$ cat src/rtl/load_store_drain_if.sv
// Handshake bundle between the loading/requesting side and the store/drain block.
interface load_store_drain_if #(
    parameter int CBITS = 14
);
    logic             full_in;
    logic             rd_req;
    logic [CBITS-1:0] level;
    logic             rd_ack;
    logic             rd_err;
    logic             empty;
    logic             done;
    logic             ovf;

    // Requesting side: drives fill and read requests, observes status.
    modport master (
        output full_in, rd_req,
        input  level, rd_ack, rd_err, empty, done, ovf
    );

    // Store side: consumes requests, reports level and pulses.
    modport slave (
        input  full_in, rd_req,
        output level, rd_ack, rd_err, empty, done, ovf
    );
endinterface

$ cat src/rtl/load_store_drain.sv
// Volume store: a fill event loads N units, each accepted read removes one.
// Three-state controller (IDLE / READY / DRAIN), every output registered.
module load_store_drain #(
    parameter int N     = 10000,
    parameter int CBITS = 14
) (
    input  logic                 clk,
    input  logic                 rst,
    load_store_drain_if.slave    bus
);
    typedef enum logic [1:0] {
        IDLE  = 2'd0,
        READY = 2'd1,
        DRAIN = 2'd2
    } state_t;

    localparam logic [CBITS-1:0] FULL_LVL = CBITS'(N);
    localparam logic [CBITS-1:0] ONE      = CBITS'(1);

    state_t           state;
    logic [CBITS-1:0] level_q;
    logic             empty_q;
    logic             ack_q;
    logic             err_q;
    logic             done_q;
    logic             ovf_q;

    // Controller: state, level and all status outputs update together on the edge.
    always_ff @(posedge clk or posedge rst) begin
        if (rst) begin
            state   <= IDLE;
            level_q <= '0;
            empty_q <= 1'b1;
            ack_q   <= 1'b0;
            err_q   <= 1'b0;
            done_q  <= 1'b0;
            ovf_q   <= 1'b0;
        end else begin
            // Pulses default low; set only in the cycle they apply.
            ack_q  <= 1'b0;
            err_q  <= 1'b0;
            done_q <= 1'b0;
            case (state)
                IDLE: begin
                    // Nothing to hand out yet: any request is refused, even one
                    // arriving with the fill, so the fresh load stays at N.
                    if (bus.rd_req)
                        err_q <= 1'b1;
                    if (bus.full_in) begin
                        level_q <= FULL_LVL;
                        empty_q <= (FULL_LVL == '0);
                        state   <= READY;
                    end
                end
                READY, DRAIN: begin
                    // A second fill while holding stock is an overrun; flag it
                    // but leave the level alone.
                    if (bus.full_in)
                        ovf_q <= 1'b1;
                    if (bus.rd_req) begin
                        if (level_q != '0) begin
                            level_q <= level_q - ONE;
                            ack_q   <= 1'b1;
                            if (level_q == ONE) begin
                                done_q  <= 1'b1;
                                empty_q <= 1'b1;
                                state   <= IDLE;
                            end else begin
                                state   <= DRAIN;
                            end
                        end else begin
                            // Unreachable with a consistent level; refuse rather
                            // than wrap below zero.
                            err_q <= 1'b1;
                            state <= IDLE;
                        end
                    end
                end
                default: state <= IDLE;
            endcase
        end
    end

    assign bus.level  = level_q;
    assign bus.empty  = empty_q;
    assign bus.rd_ack = ack_q;
    assign bus.rd_err = err_q;
    assign bus.done   = done_q;
    assign bus.ovf    = ovf_q;
endmodule

$ cat src/flat_wrapper.sv
// flat-port wrapper written by rule: the top's interface ports become plain ports
module load_store_drain_flat 
#(
    parameter int N     = 10000,
    parameter int CBITS = 14
)
  (clk, rst, bus_full_in, bus_rd_req, bus_level, bus_rd_ack, bus_rd_err, bus_empty, bus_done, bus_ovf);
  load_store_drain_if #(.CBITS(CBITS)) bus_i ();
  input  logic clk;
  input  logic rst;
  input wire logic [$bits(bus_i.full_in)-1:0] bus_full_in;
  input wire logic [$bits(bus_i.rd_req)-1:0] bus_rd_req;
  output wire logic [$bits(bus_i.level)-1:0] bus_level;
  output wire logic [$bits(bus_i.rd_ack)-1:0] bus_rd_ack;
  output wire logic [$bits(bus_i.rd_err)-1:0] bus_rd_err;
  output wire logic [$bits(bus_i.empty)-1:0] bus_empty;
  output wire logic [$bits(bus_i.done)-1:0] bus_done;
  output wire logic [$bits(bus_i.ovf)-1:0] bus_ovf;
  assign bus_i.full_in = bus_full_in;
  assign bus_i.rd_req = bus_rd_req;
  assign bus_level = bus_i.level;
  assign bus_rd_ack = bus_i.rd_ack;
  assign bus_rd_err = bus_i.rd_err;
  assign bus_empty = bus_i.empty;
  assign bus_done = bus_i.done;
  assign bus_ovf = bus_i.ovf;
  load_store_drain #(.N(N), .CBITS(CBITS)) u_core (.clk(clk), .rst(rst), .bus(bus_i));
endmodule
$ cat config.mk
export PLATFORM = sky130hd
export DESIGN_NAME = load_store_drain_flat
export DESIGN_NICKNAME = d
export VERILOG_FILES = /design/src/rtl/load_store_drain_if.sv /design/src/rtl/load_store_drain.sv /design/src/flat_wrapper.sv
export SDC_FILE = /design/constraint.sdc
export NUM_CORES = 1
export LEC_CHECK = 0
export ABC_AREA = 1
export BUFFER_PORTS_ARGS = -buffer_cell sky130_fd_sc_hd__buf_2
export CAP_MARGIN = 10
export CORE_UTILIZATION = 55
export DETAILED_ROUTE_END_ITERATION = 10
export GPL_ROUTABILITY_DRIVEN = 1
export HOLD_SLACK_MARGIN = 0.15
export PLACE_DENSITY = 0.78
export RECOVER_POWER = 25
export SETUP_SLACK_MARGIN = 0.3
export SYNTH_ARGS = -nofsm -noshare
export SYNTH_HDL_FRONTEND = slang
export SYNTH_SLANG_ARGS = --single-unit
$ cat constraint.sdc
create_clock -name clk -period 2.6 [get_ports clk]
set_input_delay 0.52 -clock clk [delete_from_list [all_inputs] [get_ports clk]]
set_output_delay 0.52 -clock clk [all_outputs]
set_load 0.01 [all_outputs]
## After elaboration in Yosys (flattened, before gate mapping)

Cells that the tools add are included.

| operators by class | value |
|---|---|
| $add $sub $neg | 1 |
| eq/ne operators | 7 |
| multiplexer cells | 25 |
| reductions and logical operators | 8 |

Operators with widths:

| kind | count |
|---|---|
| two-way mux 14 bit | 3 |
| case mux 14 bit (2 select lines) | 1 |
| equality test 14 x 1 -> 1 bit, second input constant | 1 |
| two-way mux 1 bit | 14 |
| nonzero test 14 bit | 1 |
| subtractor 14 x 1 -> 14 bit, second input constant | 1 |
| two-way mux 2 bit | 4 |
| AND reduction 5 bit | 1 |
| != test 2 x 1 -> 1 bit, second input constant | 2 |
| != test 2 bit, second input constant | 2 |
| case mux 1 bit (2 select lines) | 2 |
| case mux 2 bit (2 select lines) | 1 |
| AND reduction 2 bit | 2 |
| AND reduction 4 bit | 1 |
| equality test 2 x 1 -> 1 bit, second input constant | 1 |
| equality test 2 bit, second input constant | 1 |
| logical NOT 2 bit | 1 |
| nonzero test 2 bit | 1 |
| OR reduction 2 bit | 1 |

| word-level totals | value |
|---|---|
| bits of input ports | 4 |
| register bits after elaboration | 21 |
| logic and storage cells | 48 |
| output and inout bits | 19 |

## Longest topological paths before layout

| logic depth | value |
|---|---|
| depth after elaboration | 5 |
| mapped depth | 10 |

## Least setup slack after synthesis

No wires, ideal clock.

| path | value |
|---|---|
| kind | register -> register |
| from | register u_core.state[0] |
| to | register u_core.level_q[11], in the netlist u_core.bus.level[11] |
| slack | 0.980 ns |
| cell stages (with the launch flop) | 11 |
| clock period less this slack | 1.620 ns |
| library setup time | 0.118 ns |
| arrival | 1.503 ns |
| path buffers | 2 |
| data required time | 2.482 ns |
| cells stage by stage | dfrtp_1 inv_1 ha_1 buf_2 nand2_1 o21ai_1 a21oi_2 nand2_4 buf_8 nand2_1 o21ai_2 |

| on the way | value |
|---|---|
| longest elaborated chain between the ends | 4 |
| elaborated cells between the ends (all ways) | 10 |
| those cells by class | 5 x eq/ne; 1 x mux; 4 x reduce/logical |

RTL lines:

| element | line | RTL |
|---|---|---|
| start: declaration | load_store_drain.sv:20 | `state_t state;` |
| start signal: assignment | load_store_drain.sv:31 | `state <= IDLE;` |
| start signal: assignment | load_store_drain.sv:52 | `state <= READY;` |
| start signal: assignment | load_store_drain.sv:67 | `state <= IDLE;` |
| equality test 2 x 1 -> 1 bit / equality test 2 bit (equally long branches) | load_store_drain.sv:43 | `case (state)` |
| OR reduction 2 bit | load_store_drain.sv:43 |  |
| != test 2 x 1 -> 1 bit (no line) (tied with other cells) | - |  |
| AND reduction 4 bit (no line) | - |  |
| end signal: assignment | load_store_drain.sv:62 | `level_q <= level_q - ONE;` |
| end: declaration | load_store_drain.sv:21 | `logic [CBITS-1:0] level_q;` |

Several ways; a longest one is shown, not always the timed one.
A chain may end at the register's enable or synchronous reset.

## Final worst setup path

| path | value |
|---|---|
| from | register u_core.state[1] |
| to | register u_core.level_q[4], in the netlist u_core.bus.level[4] |

The elaborated chain is that of the path after synthesis.

==> impl_metrics.py <==
metrics = {
    "timing": {
        "setup_ws_ps": 776,
        "rsz0062_at_grt": "false",
        "slew_viol_final": 0,
        "clock_skew_ps": 10.9,
        "fmax_mhz": 548,
        "fin_crit_ps": 1820,
        "worst-slew-pin-transition_ps": 812,
        "maxSlewHeadroom_pct": 45.8,
        "setup_tns_ps": 0,
        "setup_violations": 0,
        "hold_violations": 0,
        "post-route-period-util_pct": 70.1,
    },
    "floorplanning": {
        "die_area_mm2": 0.00263,
        "row_count": 17,
        "die_x_um": 51.2,
        "start_util_pct": 59.2,
        "io_pins": 23,
        "core_mm2": 0.00225,
        "die_height_um": 51.2,
    },
    "cts": {
        "numCtsBuffers": 3,
        "cts_setup_buffers": 0,
        "clock_latency_ps": 320,
        "tritoncts": "yes",
        "htreeDepth": 1,
        "path_clk_slew_ps": 130,
        "cts-resized-gates": 0,
        "cts.sinks": 21,
        "clockBufferDepth": 2,
        "postCtsHoldBufs": 0,
        "clock-root-buffer": "clkbuf_4",
    },
    "synthesis": {
        "syn_inst": 179,
        "syn_area_mm2": 0.00133,
        "avgSynthCellArea_um2": 7.45,
        "yosysWarnings": 0,
        "synthArstFlopShare_pct": 100,
        "ys_seq_area_share_pct": 39.5,
        "synthFlopType": "dfrtp_1",
        "ys_ff_latch": 21,
        "yosysUniqueCellTypes": 28,
        "synth_fp_nets": 189,
        "synth_edf_count": 0,
    },
    "routing": {
        "wl_per_cell_um": 11.5,
        "dr_wl_met3_um": 117,
        "wl_um": 2640,
        "ant_nets": 0,
        "highest_layer": "met4",
        "dr.first_iter.drc_count": 39,
        "via_count": 1237,
        "vias_per_cell": 5.38,
        "drt-met1-wl_um": 1220,
        "dr_wl_met2_um": 1270,
        "drc_errors": 0,
        "drt_pre_antenna_iters": 5,
    },
    "cells_and_area": {
        "nets": 213,
        "drive_gt1_share_pct": 22.8,
        "diodes": 0,
        "final_cell_mix": "56 x nand2_1, 22 x buf_2, 21 x nor2_1",
        "final_common_cell": "nand2_1",
        "syn_to_final_growth_pct": 10.6,
    },
    "place": {
        "portBuffers": 22,
        "gp_congestion": 0.846,
        "dp_slack_ps": 796,
        "dp_hpwl_um": 2010,
    },
    "global_routing": {
        "antenna_found_initial": 0,
        "grt-ovfl-total": 0,
        "grt_start_max_net_pins": 23,
        "grt_use_total_pct": 23.2,
        "grt_first_pass_wirelength_um": 4550,
        "grt_pass1_vias": 1050,
    },
    "flow_run": {
        "drv_cap": 0,
    },
    "worst_setup_path": {
        "timing.rr.end": "u_core.bus.level[4]",
        "path_class": "flip-flop to flip-flop",
        "worstSetupStartpointType": "flip-flop",
        "cp-end-kind": "flip-flop",
        "worst_ep_arrival_time_ps": 2030,
        "path_max_fanout": 22,
        "regToRegSetupSlack_ps": 780,
        "crit_required_ps": 2810,
        "regToRegStartpoint": "u_core.state[1]",
        "reg2reg_depth": 9,
    },
    "pwr": {
        "powerDensity_mw_per_mm2": 1380,
        "clockPowerShare_pct": 8.2,
        "irDropWorstVdd_mv": 0.820,
        "swShare_pct": 53.4,
        "power_leakage_nw": 0.779,
        "internal_power_w": 0.000950,
        "p_sw_w": 0.00109,
        "seq_power_share_pct": 28.2,
        "p_comb_share_pct": 63.6,
    },
    "min_path": {
        "hp-class": "input port to asynchronous set/reset pin",
    },
    "run_status": {
        "status": "finished, final reports clean",
    },
}
==> cell usage after synthesis, types with 3 or more instances <==
| library cell | n | share of area [%] |
|---|---|---|
| nand2_1 | 56 | 16 |
| nor2_1 | 21 | 5.9 |
| dfrtp_1 | 20 | 38 |
| inv_1 | 19 | 5.3 |
| nand3_1 | 17 | 6.4 |
| o21ai_2 | 8 | 5.3 |
| ha_1 | 6 | 5.6 |
| o21ai_1 | 4 | 1.5 |
| o21ai_0 | 3 | 1.1 |
==> final cells by class <==
class                           instances  area (um2)
Fill cell                             214         779
Multi-Input combinational cell        134         693
Sequential cell                        21         527
Timing Repair Buffer                   23         118
Inverter                               20        75.1
Tap cell                               28        35.0
Clock buffer                            3        22.5
Clock inverter                          1        5.00
==> sequential cells by signal, indices dropped and copies added, names as in the netlist <==
| name | flops |
|---|---|
| u_core.bus.level | 14 |
| u_core.state | 2 |
| u_core.bus.done | 1 |
| u_core.bus.empty | 1 |
| u_core.bus.ovf | 1 |
| u_core.bus.rd_ack | 1 |
| u_core.bus.rd_err | 1 |
==> through the flow <==
step | utilization (%) | cells | cell area (um2) | hold slack (ps) | total power (W)
after floorplan | - | 179 | 1330 | 478 | 0.00166
after global placement | 64.2 | 226 | 1450 | 440 | 0.00184
after detailed placement | 64.2 | 226 | 1450 | 442 | 0.00188
after CTS | 65.4 | 230 | 1480 | 353 | 0.00205
after global routing | 65.4 | 230 | 1480 | 398 | 0.00226
final | 65.4 | 230 | 1480 | 332 | 0.00204
==> worst max-delay path by stage <==
stage / slack (ps) / end / cells after the start / startpoint
global placement: 860 / u_core.bus.level[4] / 9 / u_core.state[1]
global route: 570 / u_core.bus.level[13] / 9 / u_core.state[1]
CTS: 780 / u_core.bus.level[4] / 9 / u_core.state[1]
floorplan: 980 / u_core.bus.level[11] / 10 / u_core.state[0]
detailed placement: 800 / u_core.bus.level[4] / 9 / u_core.state[1]
finish: 780 / u_core.bus.level[4] / 9 / u_core.state[1]
==> cell families after synthesis <==
| logic type | count (synthesis) | share of synthesized area, % |
|---|---|---|
| AOI/OAI and AO/OA | 21 | 11.0 |
| xor gates and xnor gates | 1 | 0.657 |
| adders and majority gates | 6 | 5.63 |
| buffers and inverters | 24 | 8.54 |
| DFF | 21 | 39.5 |
| and+or+nand+nor | 106 | 34.7 |
==> routing by layer <==
| metal | up-vias | GRT usage [%] |
|---|---|---|
| met5 | - | 0 |
| met4 | 0 | 9.46 |
| met3 | 5 | 2.68 |
| met2 | 40 | 38.8 |
| met1 | 579 | 30.2 |
| li1 | 613 | - |
==> power groups by stage <==
stage | sequential, W | combinational (W) | clock (W)
floorplan | 0.000599 | 0.00106 | 0
global placement | 0.000577 | 0.00126 | 0
detailed placement | 0.000581 | 0.00130 | 0
CTS | 0.000573 | 0.00130 | 0.000169
global route | 0.000591 | 0.00149 | 0.000180
finish | 0.000575 | 0.00130 | 0.000166
==> worst max-delay path, cell delays in order (launching register included) <==
cell and delay [ps]:
dfrtp_1 390, inv_1 70, ha_1 390, nand2_1 70, o21ai_1 220, a21oi_2 90, nand2_4 250, inv_2 110
nand2_1 70, o21ai_1 60
Note: power is estimated with default switching activity, not from simulation.
